<file path="config.mk">
export PLATFORM = sky130hd
export DESIGN_NAME = m68k_iack_sequencer
export DESIGN_NICKNAME = d
export VERILOG_FILES = /design/src/rtl/m68k_iack_sequencer.sv
export SDC_FILE = /design/constraint.sdc
export NUM_CORES = 1
export LEC_CHECK = 0
export ABC_AREA = 1
export BUFFER_PORTS_ARGS = -buffer_cell sky130_fd_sc_hd__buf_2
export CORE_ASPECT_RATIO = 1.1
export CORE_MARGIN = 4
export CORE_UTILIZATION = 50
export DETAILED_ROUTE_END_ITERATION = 12
export PLACE_DENSITY = 0.73
export REMOVE_ABC_BUFFERS = 1
export SLEW_MARGIN = 20
export SYNTH_ARGS = -nofsm -noshare
export SYNTH_HDL_FRONTEND = slang
export SYNTH_SLANG_ARGS = --single-unit
</file>
<file path="constraint.sdc">
create_clock -name wb_clk_i -period 2 [get_ports wb_clk_i]
set_clock_uncertainty 0.05 [all_clocks]
set_input_delay 0.3 -clock wb_clk_i [delete_from_list [all_inputs] [get_ports wb_clk_i]]
set_output_delay 0.3 -clock wb_clk_i [all_outputs]
set_load 0.01 [all_outputs]
</file>
<file path="src/rtl/m68k_iack_sequencer.sv">
`default_nettype none
// ==========================================================================
// m68k_iack_sequencer - IPL filter/qualifier and 68k interrupt-acknowledge
// cycle sequencer (int_ack strobe, vector capture, spurious timeout).
// Revision: 1.0
// ==========================================================================
module m68k_iack_sequencer #(
  parameter int ACK_TIMEOUT     = 16,
  parameter int SPURIOUS_VECTOR = 24
) (
  input  logic       wb_clk_i,
  input  logic       wb_reset_i,
  input  logic [2:0] ipl_i,
  output logic       int_ack_o,
  input  logic       wb_ack_i,
  input  logic [7:0] wb_dat_i,
  input  logic [2:0] cpu_mask_i,
  input  logic       iack_req_i,
  output logic       irq_pending_o,
  output logic [2:0] irq_level_o,
  output logic       vec_valid_o,
  output logic [7:0] vec_o,
  output logic       vec_spurious_o,
  output logic       busy_o
);

  localparam logic [2:0] c_IDLE = 3'd0;
  localparam logic [2:0] c_PEND = 3'd1;
  localparam logic [2:0] c_ACK  = 3'd2;
  localparam logic [2:0] c_DONE = 3'd3;
  localparam logic [2:0] c_HOLD = 3'd4;

  localparam logic [7:0] c_TIMEOUT_LAST = 8'(ACK_TIMEOUT - 1);
  localparam logic [7:0] c_SPURIOUS     = 8'(SPURIOUS_VECTOR);

  logic [2:0] r_state;
  logic [2:0] r_s1;
  logic [2:0] r_s2;
  logic       r_real1;
  logic       r_real2;
  logic       r_nmi_armed;
  logic [7:0] r_cnt;
  logic       r_hold_cnt;
  logic       r_int_ack;
  logic       r_pending;
  logic [2:0] r_level;
  logic       r_vec_valid;
  logic [7:0] r_vec;
  logic       r_spurious;

  logic [2:0] w_lvl;
  logic       w_stable;
  logic       w_qualify;
  logic       w_higher;

  // Zeros forced during HOLD are not real samples; they must neither look
  // stable nor re-arm the level-7 edge detector.
  assign w_lvl     = r_s2;
  assign w_stable  = r_real1 && r_real2 && (r_s1 == r_s2);
  assign w_qualify = w_stable && (w_lvl != 3'd0) &&
                     ((w_lvl > cpu_mask_i) || ((w_lvl == 3'd7) && r_nmi_armed));
  assign w_higher  = w_qualify && (w_lvl > r_level);

  always_ff @(posedge wb_clk_i) begin
    if (wb_reset_i) begin
      r_state     <= c_IDLE;
      r_s1        <= 3'd0;
      r_s2        <= 3'd0;
      r_real1     <= 1'b0;
      r_real2     <= 1'b0;
      r_nmi_armed <= 1'b1;
      r_cnt       <= 8'd0;
      r_hold_cnt  <= 1'b0;
      r_int_ack   <= 1'b0;
      r_pending   <= 1'b0;
      r_level     <= 3'd0;
      r_vec_valid <= 1'b0;
      r_vec       <= 8'd0;
      r_spurious  <= 1'b0;
    end else begin
      r_vec_valid <= 1'b0;

      if (r_state == c_HOLD) begin
        r_s1    <= 3'd0;
        r_s2    <= 3'd0;
        r_real1 <= 1'b0;
        r_real2 <= 1'b0;
      end else begin
        r_s1    <= ipl_i;
        r_s2    <= r_s1;
        r_real1 <= 1'b1;
        r_real2 <= r_real1;
      end

      if (w_stable && (w_lvl != 3'd7)) begin
        r_nmi_armed <= 1'b1;
      end

      case (r_state)
        c_IDLE: begin
          if (w_qualify) begin
            r_state   <= c_PEND;
            r_pending <= 1'b1;
            r_level   <= w_lvl;
          end
        end
        c_PEND: begin
          if (iack_req_i) begin
            r_state   <= c_ACK;
            r_pending <= 1'b0;
            r_int_ack <= 1'b1;
            r_cnt     <= 8'd0;
            // Later assignment overrides any same-cycle re-arm above.
            if (r_level == 3'd7) begin
              r_nmi_armed <= 1'b0;
            end
          end else if (w_stable && !w_qualify) begin
            r_state   <= c_IDLE;
            r_pending <= 1'b0;
            r_level   <= 3'd0;
          end else if (w_higher) begin
            r_level <= w_lvl;
          end
        end
        c_ACK: begin
          r_cnt <= r_cnt + 8'd1;
          if (wb_ack_i) begin
            r_vec      <= wb_dat_i;
            r_spurious <= 1'b0;
            r_int_ack  <= 1'b0;
            r_state    <= c_DONE;
          end else if (r_cnt == c_TIMEOUT_LAST) begin
            r_vec      <= c_SPURIOUS;
            r_spurious <= 1'b1;
            r_int_ack  <= 1'b0;
            r_state    <= c_DONE;
          end
        end
        c_DONE: begin
          r_vec_valid <= 1'b1;
          r_hold_cnt  <= 1'b0;
          r_state     <= c_HOLD;
        end
        c_HOLD: begin
          if (r_hold_cnt) begin
            r_state <= c_IDLE;
            r_level <= 3'd0;
          end else begin
            r_hold_cnt <= 1'b1;
          end
        end
        default: begin
          r_state <= c_IDLE;
        end
      endcase
    end
  end

  assign int_ack_o      = r_int_ack;
  assign irq_pending_o  = r_pending;
  assign irq_level_o    = r_level;
  assign vec_valid_o    = r_vec_valid;
  assign vec_o          = r_vec;
  assign vec_spurious_o = r_spurious;
  assign busy_o         = (r_state == c_ACK) || (r_state == c_DONE) || (r_state == c_HOLD);

endmodule
`default_nettype wire

</file>
==> results of run 1 <==
[layout by cell type (no fill, tap or decap)]
cell type   n
clkbuf_1    1
a211oi_1    2
nor2_1     36
clkinv_2    1
nand3_1    14
o211ai_1    1
clkinv_1    1
inv_1      35
nor3_1      5
a31oi_1     1
dfxtp_1    36
nor2_4      2
clkbuf_4    5
a21oi_1    24
nand4_1     4
nand3_2     2
ha_1        7
nand2_2     5
a221oi_1    2
bufinv_16   1
a21oi_4     1
buf_4       4
buf_2      33
nor2_2      2
inv_2       4
nand2_1    49
o21ai_0     9
[worst max-delay path: cells and delay by family (launching register included)]
| kind | cells | cell delay [ns] |
|---|---|---|
| compound gates | 1 | 0.16 |
| flops | 1 | 0.45 |
| simple gates | 9 | 0.74 |
| fa+ha+maj | 1 | 0.30 |
[sequential cells by signal, summed over array words and instances (netlist names)]
signal and count:
vec_valid_o 1, irq_pending_o 1, r_hold_cnt 1, vec_spurious_o 1, r_s2 3, irq_level_o 3, r_nmi_armed 1, r_state 3
r_cnt 8, int_ack_o 1, r_s1 3, vec_o 8, r_real2 1, r_real1 1
[worst max path at each step]
stage	startpoint	to	slack (ns)	cells past startpoint
after floorplan	irq_level_o[1]$_SDFFE_PP0P_	irq_level_o[0]$_SDFFE_PP0P_	0.40	10
after global placement	r_s2[2]$_SDFF_PP0_	irq_level_o[0]$_SDFFE_PP0P_	0.29	11
after detailed placement	cpu_mask_i[2]	irq_level_o[2]$_SDFFE_PP0P_	0.22	13
after CTS	r_s2[2]$_SDFF_PP0_	irq_level_o[2]$_SDFFE_PP0P_	0.20	11
after global routing	r_s2[2]$_SDFF_PP0_	irq_level_o[2]$_SDFFE_PP0P_	0.06	11
final	r_s2[2]$_SDFF_PP0_	irq_level_o[2]$_SDFFE_PP0P_	0.21	11
[cell families after synthesis]
family / Yosys count / synth area share [%]
fa+ha+maj: 7 / 5.08
simple gates: 119 / 30.5
compound gates: 40 / 13.2
flops: 36 / 41.8
buf+inv: 43 / 9.43
[power groups by stage]
stage / Clock (mW) / Combinational, mW / Sequential [mW]
after floorplan: 0 / 0.0644 / 0.754
after global placement: 0 / 0.104 / 0.754
after detailed placement: 0 / 0.105 / 0.754
after CTS: 0.510 / 0.106 / 0.738
after global routing: 0.539 / 0.121 / 0.740
final: 0.490 / 0.105 / 0.738
[routing by layer]
metal / GRT usage [%] / up-vias / part of all wire, %
met5: 0 / - / 0
met4: 7.19 / 0 / 0.57
met3: 3.24 / 2 / 5.0
met2: 25.3 / 37 / 46
met1: 19.9 / 689 / 49
li1: - / 868 / -
[cell type report]
cell class                      count  area [um^2]
Fill cell                         317         1290
Multi-Input combinational cell    166          841
Sequential cell                    36          721
Timing Repair Buffer               37          195
Inverter                           40          150
Tap cell                           48         60.1
Clock buffer                        6         41.3
Clock inverter                      2         35.0
[per-stage QoR]
step / hold WS (ns) / std cells
finish: 0.125 / 335
CTS: 0.100 / 335
floorplan: 0.319 / 242
global route: 0.116 / 335
detailed placement: 0.370 / 327
global placement: 0.364 / 327
==> results.py, run 1 <==
metrics = {
    "grt": {
        "track_usage_pct": 15.7,
        "grt_start_max_net_pins": 13,
        "overflow": 0,
        "grt_pass1_vias": 1444,
        "grt_pass1_wl_um": 5730,
        "antenna_found_initial": 0,
    },
    "placed_design": {
        "dp_hpwl_um": 2600,
        "gp_congestion": 0.877,
        "dp_slack_ns": 0.224,
        "place_area_mm2": 0.00197,
        "portBuffers": 33,
    },
    "yosys": {
        "synth_area_leader_cell": "dfxtp_1",
        "synth_ff_type": "dfxtp_1",
        "synth.top_cells.by_count": "49 x nand2_1, 36 x dfxtp_1, 36 x nor2_1, 35 x inv_1, 24 x a21oi_1",
        "netlist_area_mm2": 0.00172,
        "synth_most_common_cell": "nand2_1",
        "syn_inst": 245,
        "synth_edf_count": 0,
        "netlist.area_leader.share_pct": 41.8,
        "ys_types": 23,
        "synth_seq_cells": 36,
        "ys_top_cells_by_area": "dfxtp_1 42%, nand2_1 11%, nor2_1 7.8%",
        "yosysSeqAreaShare_pct": 41.8,
        "async_flop_share_pct": 0,
        "post_synth.cell_area_avg_um2": 7.04,
        "yosys_warnings": 0,
    },
    "detailed_routing": {
        "drt-total-wl_um": 3360,
        "wl_per_cell_um": 10.0,
        "drc": 0,
        "drt.antenna.violating_nets": 0,
        "drt_first_pass_iters": 4,
        "vias": 1596,
        "drt-initial-drc-count": 59,
        "via_per_inst": 4.76,
    },
    "power": {
        "netSwitchingPower_mw": 0.299,
        "internal-power_mw": 1.03,
        "share_comb_of_total_power_pct": 7.9,
        "vdd_drop_max_mv": 0.485,
        "cellPowerDensity_mw_per_mm2": 652,
        "power_frac_seq_pct": 55.4,
        "clkPwrFrac_pct": 36.8,
        "power.leakage_nw": 0.964,
        "netSwitchingFraction_pct": 22.4,
        "p_total_mw": 1.33,
    },
    "worst_setup_path": {
        "path_max_fanout": 7,
        "r2r_end": "irq_level_o[2]$_SDFFE_PP0P_",
        "r2r_cells": 11,
        "path_cells": "ha_1 > a21oi_1 > nand2_1 > nand2_1 > nand2_1 > nand3_2 > nand2_1 > nand3_1 > nand2_2 > nor2_1 > nor2_1",
        "reg2reg_from": "r_s2[2]$_SDFF_PP0_",
        "critPathKind": "reg -> reg",
        "path_common_cell": "nand2_1",
        "crit_path_start_kind": "register",
        "r2r_slack_ns": 0.21,
        "worstPathArrival_ns": 1.97,
        "crit_path_top_delay_cell": "dfxtp_1",
        "end_kind": "register",
        "slowest_delay_ns": 0.45,
        "crit_required_ns": 2.17,
    },
    "min_path": {
        "hold-path-cell-count": 3,
        "hold_start": "ipl_i[0]",
        "worstHoldEndpoint": "r_s1[0]$_SDFF_PP0_",
        "min_path_type": "in -> reg",
    },
    "finish": {
        "final_nets": 311,
        "final_area_mm2": 0.00204,
        "drive_gt1_share_pct": 20.9,
        "area_growth_pct": 18.5,
        "fin_util_pct": 61.3,
        "diodes": 0,
    },
    "clock_tree": {
        "cts_buffers": 5,
        "clk_transition_reported_paths_ns": 0.10,
        "clockBufferDepth": 2,
        "cts.sink_count": 36,
        "cts_setup_buffers": 0,
        "ctsResizeCount": 0,
        "hold_buffers": 0,
        "root_buffer": "clkbuf_4",
        "cts_tree": "built",
        "clk_latency_ns": 0.33,
        "cts_htree_levels": 2,
    },
    "die": {
        "io_pins": 34,
        "core_region_area_mm2": 0.00333,
        "placementRows": 22,
        "die_h_um": 69.6,
        "initial_core_util_pct": 51.8,
        "die-area_mm2": 0.00445,
        "die_w_um": 64.0,
    },
    "sta": {
        "fin_setup_tns_ns": 0,
        "worstMarginPinSlew_ns": 0.415,
        "hold_violations": 0,
        "rsz0062_at_grt": "false",
        "min_period_over_period_pct": 89.6,
        "post-route-min-period_ns": 1.79,
        "setup-violations-final": 0,
        "slew_viol_final": 0,
        "max_slew_margin_pct": 72.3,
        "setup_ws_ns": 0.209,
        "max_freq_mhz": 558,
    },
    "run": {
        "drv_cap": 0,
    },
    "status": {
        "status": "finished, final reports clean",
    },
}
No activity file was read; power rests on OpenSTA's default activity.
==> inputs of run 2 (changes only) <==
--- a/config.mk
+++ b/config.mk
@@ -7,11 +7,13 @@
 export LEC_CHECK = 0
 export ABC_AREA = 1
 export BUFFER_PORTS_ARGS = -buffer_cell sky130_fd_sc_hd__buf_2
+export CELL_PAD_IN_SITES_DETAIL_PLACEMENT = 0
+export CELL_PAD_IN_SITES_GLOBAL_PLACEMENT = 1
 export CORE_ASPECT_RATIO = 1.1
 export CORE_MARGIN = 4
-export CORE_UTILIZATION = 50
+export CORE_UTILIZATION = 38
 export DETAILED_ROUTE_END_ITERATION = 12
-export PLACE_DENSITY = 0.73
+export PLACE_DENSITY_LB_ADDON = 0.1
 export REMOVE_ABC_BUFFERS = 1
 export SLEW_MARGIN = 20
 export SYNTH_ARGS = -nofsm -noshare
==> run 2 against run 1 <==
  * Design area increased by 1.1%
  * Sequential power about the same
  * Critical path type unchanged
  * Die area increased by 28%
  * Core utilization decreased by 14 points
  * Wire length increased by 11%
  * Combinational power about the same
  * Critical endpoint is now irq_level_o[1]$_SDFFE_PP0P_
==> results.py, run 2 (synthesized netlist as in run 1, its figures left out) <==
metrics = {
    "status": {
        "status": "finished, final reports clean",
    },
    "finish": {
        "drive_gt1_share_pct": 21.3,
        "final_cell_mix": "49 x nand2_1, 36 x nor2_1, 35 x inv_1, 35 x dfxtp_1, 33 x buf_2",
        "final_common_cell": "nand2_1",
        "multi_input_comb_area_um2": 841,
        "area_growth_pct": 19.8,
        "register_area_um2": 722,
        "final_nets": 310,
        "nFillCells": 480,
        "diodes": 0,
    },
    "placed_design": {
        "gp_congestion": 0.719,
        "dp_slack_ns": 0.202,
        "dp_hpwl_um": 2830,
        "portBuffers": 33,
    },
    "clock_tree": {
        "clk_latency_ns": 0.29,
        "cts_tree": "built",
        "clk_transition_reported_paths_ns": 0.08,
        "hold_buffers": 0,
        "cts_buffers": 5,
        "cts_htree_levels": 2,
        "root_buffer": "clkbuf_8",
        "cts.sink_count": 36,
        "clockBufferDepth": 2,
    },
    "worst_setup_path": {
        "end_kind": "register",
        "path_cells": "ha_1 > nand3_1 > nand2_1 > nand2_1 > nand2_1 > o21ai_0 > nor2_1 > nor2_1 > nand3_1 > nand2_1 > nor2_1",
        "crit_path_top_delay_cell": "dfxtp_1",
        "cp_num_buf_inv": 0,
        "worstPathArrival_ns": 1.86,
        "crit_path_start_kind": "register",
        "crit_required_ns": 2.14,
        "slowest_delay_ns": 0.47,
        "critPathKind": "reg -> reg",
        "cpLargestDelayFamily": "simple AND/OR/NAND/NOR gates",
        "path_common_cell": "nand2_1",
        "path_max_fanout": 7,
        "r2r_cells": 11,
        "cp.depth": 11,
    },
    "sta": {
        "hold_violations": 0,
        "post-route-min-period_ns": 1.72,
        "max_slew_margin_pct": 70.8,
        "worstMarginPinSlew_ns": 0.437,
        "min_period_over_period_pct": 86.2,
        "rsz0062_at_grt": "false",
        "setup_ws_ns": 0.276,
        "max_freq_mhz": 580,
        "slew_viol_final": 0,
        "setup-violations-final": 0,
        "fin_setup_tns_ns": 0,
    },
    "grt": {
        "track_usage_pct": 14.8,
        "grt_pass1_vias": 1504,
        "grt_start_max_net_pins": 13,
        "grt_pass1_wl_um": 6620,
        "overflow": 0,
        "antenna_found_initial": 0,
    },
    "die": {
        "die_h_um": 78.6,
        "core_region_area_mm2": 0.00435,
        "io_pins": 34,
        "initial_core_util_pct": 39.7,
        "placementRows": 25,
        "die-area_mm2": 0.00568,
        "die_w_um": 72.2,
    },
    "min_path": {
        "min_path_type": "in -> reg",
        "hold-path-cell-count": 3,
    },
    "detailed_routing": {
        "drt-initial-drc-count": 53,
        "drt-total-wl_um": 3750,
        "wl_per_cell_um": 11.0,
        "vias": 1584,
        "drt_first_pass_iters": 5,
        "via_per_inst": 4.66,
        "drt.antenna.violating_nets": 0,
        "drc": 0,
    },
    "power": {
        "cellPowerDensity_mw_per_mm2": 678,
        "power.leakage_nw": 0.960,
        "vdd_drop_max_mv": 0.466,
    },
    "run": {
        "drv_cap": 0,
    },
}
run 2: layer usage:
metal | GRT usage, % | up-vias | wire (um) | share of wire, %
met5 | 0 | - | 0 | 0
met4 | 6.20 | 0 | 74 | 2.0
met3 | 3.46 | 6 | 198 | 5.3
met2 | 24.4 | 32 | 1720 | 46
met1 | 18.2 | 682 | 1750 | 47
li1 | - | 864 | - | -
run 2: final timing paths:
check / from / end / slack (ns)
setup / recovery: r_s2[1]$_SDFF_PP0_ / irq_level_o[1]$_SDFFE_PP0P_ / 0.28
hold / removal: ipl_i[0] / r_s1[0]$_SDFF_PP0_ / 0.16
setup reg to reg: r_s2[1]$_SDFF_PP0_ / irq_level_o[1]$_SDFFE_PP0P_ / 0.28
hold reg to reg: r_real1$_SDFF_PP0_ / r_real2$_SDFF_PP0_ / 0.38
run 2: metrics by stage:
stage	total power [mW]	hold slack, ns	utilization (%)	instances	area (um^2)
2_1_floorplan	0.818	0.319	-	242	1710
3_3_place_gp	0.863	0.369	45.2	332	1970
3_5_place_dp	0.862	0.369	45.2	332	1970
4_1_cts	1.42	0.155	47.5	340	2060
5_1_grt	1.47	0.166	47.5	340	2070
6_report	1.40	0.162	47.5	340	2070
run 2: layout make-up:
| cell class | count | area share [%] |
|---|---|---|
| Multi-Input combinational cell | 166 | 40.7 |
| Sequential cell | 36 | 34.9 |
| Timing Repair Buffer | 36 | 9.09 |
| Inverter | 40 | 7.27 |
| Clock buffer | 6 | 4.00 |
| Tap cell | 54 | 3.27 |
| Clock inverter | 2 | 0.727 |
run 2: where the power goes:
group          internal [mW]  switching [mW]  leakage [nW]
clock                  0.279           0.279        0.0434
sequential             0.728          0.0101         0.292
combinational         0.0432          0.0623         0.624
total                   1.05           0.351         0.960
run 2: repair_timing:
action / CTS / global route
setup buffers: 0 / 0
setup endpoints to repair: 0 / 3
resized for setup: 0 / 1
endpoints found under the hold margin: 0 / 0
run 2: worst min-delay path: cells and delay by family:
family,cells,cell delay [ns]
buffers and inverters,2,0.13
and+or+nand+nor,1,0.03
